$ cat src/rtl/dmem_wait_responder.sv
// dmem_wait_responder
//   Memory side of the load/store port's valid/ready request/response handshake.
//   Accepts one word read or write at a time, answers after LATENCY cycles,
//   and holds a word-addressed RAM of DEPTH 32-bit words.
//
//   Parameters:
//     DEPTH   - number of 32-bit words, power of two, 2..4096
//     LATENCY - cycles from request accept edge to resp_valid, 1..15
//
//   Ports:
//     clk, reset            - rising-edge clock, asynchronous active-high reset
//     req_valid / req_ready - request handshake (req_ready only high in IDLE)
//     req_we                - 1 = write, 0 = read
//     req_addr, req_wdata   - byte address and write data
//     resp_valid/resp_ready - response handshake
//     resp_rdata            - read data (0 for writes and errored requests)
//     resp_err              - address error
//     busy                  - transaction in flight
//
//   Optional feature: define DMEM_ADDR_CHECK_EN to flag misaligned or
//   out-of-range addresses with resp_err and suppress their writes. Without
//   it resp_err stays 0 and addresses alias modulo DEPTH*4 bytes.
module dmem_wait_responder #(
  parameter int DEPTH   = 64,
  parameter int LATENCY = 2
) (
  input  logic        clk,
  input  logic        reset,
  input  logic        req_valid,
  output logic        req_ready,
  input  logic        req_we,
  input  logic [31:0] req_addr,
  input  logic [31:0] req_wdata,
  output logic        resp_valid,
  input  logic        resp_ready,
  output logic [31:0] resp_rdata,
  output logic        resp_err,
  output logic        busy
);

  localparam int AW = $clog2(DEPTH);

  typedef enum logic [1:0] {IDLE, WAIT, RESP} state_t;

  state_t          state, state_next;
  logic [3:0]      cnt, cnt_next;
  logic            accept, enter_resp;

  // Request captured on the accept edge.
  logic            we_q, err_q;
  logic [AW-1:0]   idx_q;
  logic [31:0]     wdata_q;

  // Decoded live request.
  logic [AW-1:0]   req_idx;
  logic            req_err;

  // Transaction being completed on this edge: with LATENCY=1 the response is
  // produced on the accept edge itself, so the live request is used directly.
  logic            cur_we, cur_err;
  logic [AW-1:0]   cur_idx;
  logic [31:0]     cur_wdata;

  logic [31:0]     mem [DEPTH];

  assign req_idx = req_addr[AW+1:2];

`ifdef DMEM_ADDR_CHECK_EN
  assign req_err = (req_addr[1:0] != 2'b00) || (|req_addr[31:AW+2]);
`else
  // Low and high address bits are deliberately ignored so addresses alias.
  logic unused_addr_bits;
  assign unused_addr_bits = ^{req_addr[31:AW+2], req_addr[1:0]};
  assign req_err = 1'b0;
`endif

  assign req_ready  = (state == IDLE) && !reset;
  assign resp_valid = (state == RESP);
  assign busy       = (state != IDLE);
  assign accept     = req_valid && req_ready;

  assign cur_we    = (state == IDLE) ? req_we    : we_q;
  assign cur_err   = (state == IDLE) ? req_err   : err_q;
  assign cur_idx   = (state == IDLE) ? req_idx   : idx_q;
  assign cur_wdata = (state == IDLE) ? req_wdata : wdata_q;

  // NOTE: every output of this block gets a default first, so no path can
  // leave one unassigned and infer a latch.
  always_comb begin
    state_next = state;
    cnt_next   = cnt;
    enter_resp = 1'b0;
    case (state)
      IDLE: begin
        if (accept) begin
          cnt_next = 4'(LATENCY - 1);
          if (LATENCY > 1) begin
            state_next = WAIT;
          end else begin
            state_next = RESP;
            enter_resp = 1'b1;
          end
        end
      end
      WAIT: begin
        cnt_next = cnt - 4'd1;
        if (cnt == 4'd1) begin
          state_next = RESP;
          enter_resp = 1'b1;
        end
      end
      RESP: begin
        if (resp_ready) state_next = IDLE;
      end
      default: state_next = IDLE;
    endcase
  end

  // NOTE: sequential state uses non-blocking assignments so every register
  // samples pre-edge values regardless of block ordering.
  always_ff @(posedge clk or posedge reset) begin
    if (reset) begin
      state <= IDLE;
      cnt   <= 4'd0;
    end else begin
      state <= state_next;
      cnt   <= cnt_next;
    end
  end

  always_ff @(posedge clk or posedge reset) begin
    if (reset) begin
      we_q       <= 1'b0;
      err_q      <= 1'b0;
      idx_q      <= '0;
      wdata_q    <= 32'd0;
      resp_rdata <= 32'd0;
      resp_err   <= 1'b0;
    end else begin
      if (accept) begin
        we_q    <= req_we;
        err_q   <= req_err;
        idx_q   <= req_idx;
        wdata_q <= req_wdata;
      end
      if (enter_resp) begin
        resp_err   <= cur_err;
        resp_rdata <= (cur_we || cur_err) ? 32'd0 : mem[cur_idx];
      end
    end
  end

  // NOTE: the RAM array has no reset; its contents survive reset. A reset
  // forces IDLE asynchronously, so an aborted write never reaches this block.
  always_ff @(posedge clk) begin
    if (enter_resp && cur_we && !cur_err) begin
      mem[cur_idx] <= cur_wdata;
    end
  end

endmodule

$ cat config.mk
export PLATFORM = sky130hd
export DESIGN_NAME = dmem_wait_responder
export DESIGN_NICKNAME = d
export VERILOG_FILES = /design/src/rtl/dmem_wait_responder.sv
export SDC_FILE = /design/constraint.sdc
export NUM_CORES = 2
export LEC_CHECK = 0
export ABC_AREA = 1
export BUFFER_PORTS_ARGS = -buffer_cell sky130_fd_sc_hd__buf_4
export CAP_MARGIN = 15
export CORE_MARGIN = 1.5
export CORE_UTILIZATION = 47
export CTS_CLUSTER_DIAMETER = 40
export DETAILED_ROUTE_END_ITERATION = 16
export GPL_ROUTABILITY_DRIVEN = 0
export MAX_ROUTING_LAYER = met4
export PLACE_DENSITY = 0.6
export SLEW_MARGIN = 5
export SYNTH_ARGS = -nofsm -noshare
export SYNTH_HDL_FRONTEND = slang
export SYNTH_SLANG_ARGS = --single-unit
$ cat constraint.sdc
create_clock -name clk -period 6.03 [get_ports clk]
set_clock_uncertainty 0.2 [all_clocks]
set_input_delay 0.3015 -clock clk [delete_from_list [all_inputs] [get_ports clk]]
set_output_delay 0.3015 -clock clk [all_outputs]
set_load 0.01 [all_outputs]
==> results.yml <==
hold_path:
  hp-class: "in2reg"
  min_delay_worst_endpoint: "idx_q[3]"
  whs_path_depth: 4
  hold_start: "req_addr[5]"
global_routing:
  overflow: 0
  antenna_found_initial: 5
  use_met1_pct: 36.6
  grt_use_total_pct: 27.8
  grt_pass1_wl_um: 377000
  top_usage_layer: "met2"
  grt_pass1_vias: 56700
  use_met2_pct: 43.2
  grt_start_max_net_pins: 157
  grt_use_met3_pct: 4.63
critical_path:
  cp-end-kind: "flip-flop"
  reg2reg_slack_ns: 1.60
  ff2ff_path_depth: 7
  startpoint_type: "flip-flop"
  required_ns: 6.37
  crit_type: "reg2reg"
  critical_path_arrival_ns: 4.78
  worstReg2RegEnd: "mem[31][6]"
  worstPathMaxFanout: 32
  reg2reg_from: "state[0]"
synthesis:
  ys_ff_latch: 2125
  synth-main-ff-cell: "edfxtp_1"
  synth-edff-count: 2048
  synthCells: 8228
  synthAdderAreaFrac_pct: 0.0283
  synth-xor-area-share_pct: 0.0198
  syn-num-nets: 8299
  synth-compound-area-share_pct: 2.15
  async_reset_ff_share_pct: 3.62
  ys_seq_area_share_pct: 71.7
  yosys.area_share.simple_pct: 20.4
  yosysWarnings: 0
  syn-cell-area_um2: 88500
  syn_avg_cell_area_um2: 10.8
  ys_types: 36
  synth_top_family_by_area: "simple AND/OR/NAND/NOR gates"
  muxShareOfSynthArea_pct: 0
power:
  p_clk_share_pct: 29.7
  pwr-share-seq_pct: 32.4
  p_per_area_nw_per_um2: 581
  p_leak_nw: 42.0
  p_comb_share_pct: 37.9
  power.net_switching_mw: 24.7
  sw_frac_of_total_pct: 40.7
  ir_worst_vdd_mv: 0.619
  p_total_mw: 60.6
  intPower_mw: 35.9
clock_tree:
  clock_path_buffers: 4
  numCtsBuffers: 311
  cts_resized: 0
  post_cts_buffers: 0
  h-tree-depth: 5
  cts_tree: "yes"
  hold_buffers: 76
  cts.sinks: 2125
  clkTransAtPathRegs_ns: 0.05
  cts_root_buf: "clkbuf_16"
  clock_latency_ns: 0.93
routing:
  via_count: 59900
  drt-total-wl_um: 259000
  drt_pass1_iterations: 6
  drc: 0
  wl_per_cell_um: 23.0
  vias_per_cell: 5.33
  antenna_left: 0
  drt_iter0_drc: 6754
finish:
  design_area_um2: 104000
  layout_commonest_cell: "nand2_1"
  final_cell_mix: "nand2_1, edfxtp_1, inv_1, nand3_1, clkbuf_16"
  nNetsFinal: 8586
  drive_above_1_share_pct: 10.5
  syn_to_final_growth_pct: 18.0
die:
  die_x_um: 437
  dieHeight_um: 437
  core_area_um2: 187000
  initial_utilization_pct: 47.2
  ios: 105
  rows: 159
  die_area_um2: 191000
sta:
  setup_violations: 0
  maxSlewHeadroom_pct: 12.7
  timing.hold.ws_ns: 0.0490
  finalWorstSetupSlack_ns: 1.60
  hold_viol: 0
  fin_crit_ns: 4.43
  slew_viol_final: 0
  worst_slew_pin_slew_ns: 1.31
  rsz0062_at_grt: "false"
  fmax_ghz: 0.226
  fin_tns_setup_ns: 0
  period_share_pct: 73.5
status:
  status: "finished clean"
place:
  pre_cts_ws_ns: 1.64
  placed_cell_area_um2: 93300
  io_buffers: 77
  dpl.hpwl_um: 141000
flow_run:
  max_cap_violations: 0
power by group through the flow:
stage	sequential, mW	combinational [mW]	clock [mW]
after floorplan	20.3	12.9	0
after global placement	19.9	22.2	0
after detailed placement	19.9	22.5	0
after CTS	19.6	22.7	18.2
after global routing	19.7	24.7	18.8
final	19.6	23.0	18.0
per-stage QoR:
step                      util (%)  instances
after global placement        49.8      10600
after floorplan                  -       8228
after detailed placement      49.8      10600
after global routing          55.7      11200
after CTS                     55.7      11200
final                         55.7      11200
how the worst max path moves through the flow:
stage	start	endpoint	slack, ns	depth (start not counted)
finish	state[0]	mem[31][6]	1.60	7
global route	state[0]	mem[11][25]	1.44	10
CTS	state[0]	mem[31][6]	1.58	7
detailed placement	state[0]	mem[31][28]	1.64	7
global placement	state[0]	mem[31][4]	1.69	7
floorplan	state[1]	mem[40][0]	0.67	10
synth_stat cells, types with 16 or more instances:
cell type	instances	area (µm²)
nand2_1	3505	13200
edfxtp_1	2048	61500
inv_1	812	3050
nand3_1	578	2890
o21ai_0	294	1470
buf_2	273	1370
nor2_1	259	972
nand4_1	117	732
clkbuf_1	99	372
dfrtp_1	77	1930
a21oi_1	53	265
buf_4	24	180
o21ai_1	16	80.1
worst max-delay path: stages, from the launching register on:
cell and delay (ns):
dfrtp_1 0.44, o21ai_0 0.51, nand2_8 0.29, nor2_4 0.96
nand3_1 0.60, buf_4 0.39, nor2_4 0.11, buf_4 0.49
sequential cells by signal (all words and copies together), names as in the netlist:
register,count
cnt,4
we_q,1
state,2
mem,2048
idx_q,6
wdata_q,32
resp_rdata,32
final cells by class:
cell class,count,area (µm²)
antenna,4,10.0
clock buffer,345,8040
clock inverter,195,2270
fill,15500,83000
inverter,819,3080
multi-input combinational,4870,20900
sequential,2125,63400
tap,2495,3120
timing repair buffer,388,3550
layer usage:
metal,vias to the layer above,wire length [µm]
met3,507,20500
met4,0,10200
li1,27700,-
met1,29200,106000
met5,-,0
met2,2483,122000
cell families (layout without fill, tap and decap cells):
group	count (synthesis)	count (layout)
flip-flops	2125	2125
AND/OR/NAND/NOR	4494	4494
buffers and inverters	1233	1747
other	1	5
XOR/XNOR	2	2
AO/OA/AOI/OAI	371	371
adder cells (fa/ha/maj)	2	2
(Power assumes the default switching activity.)
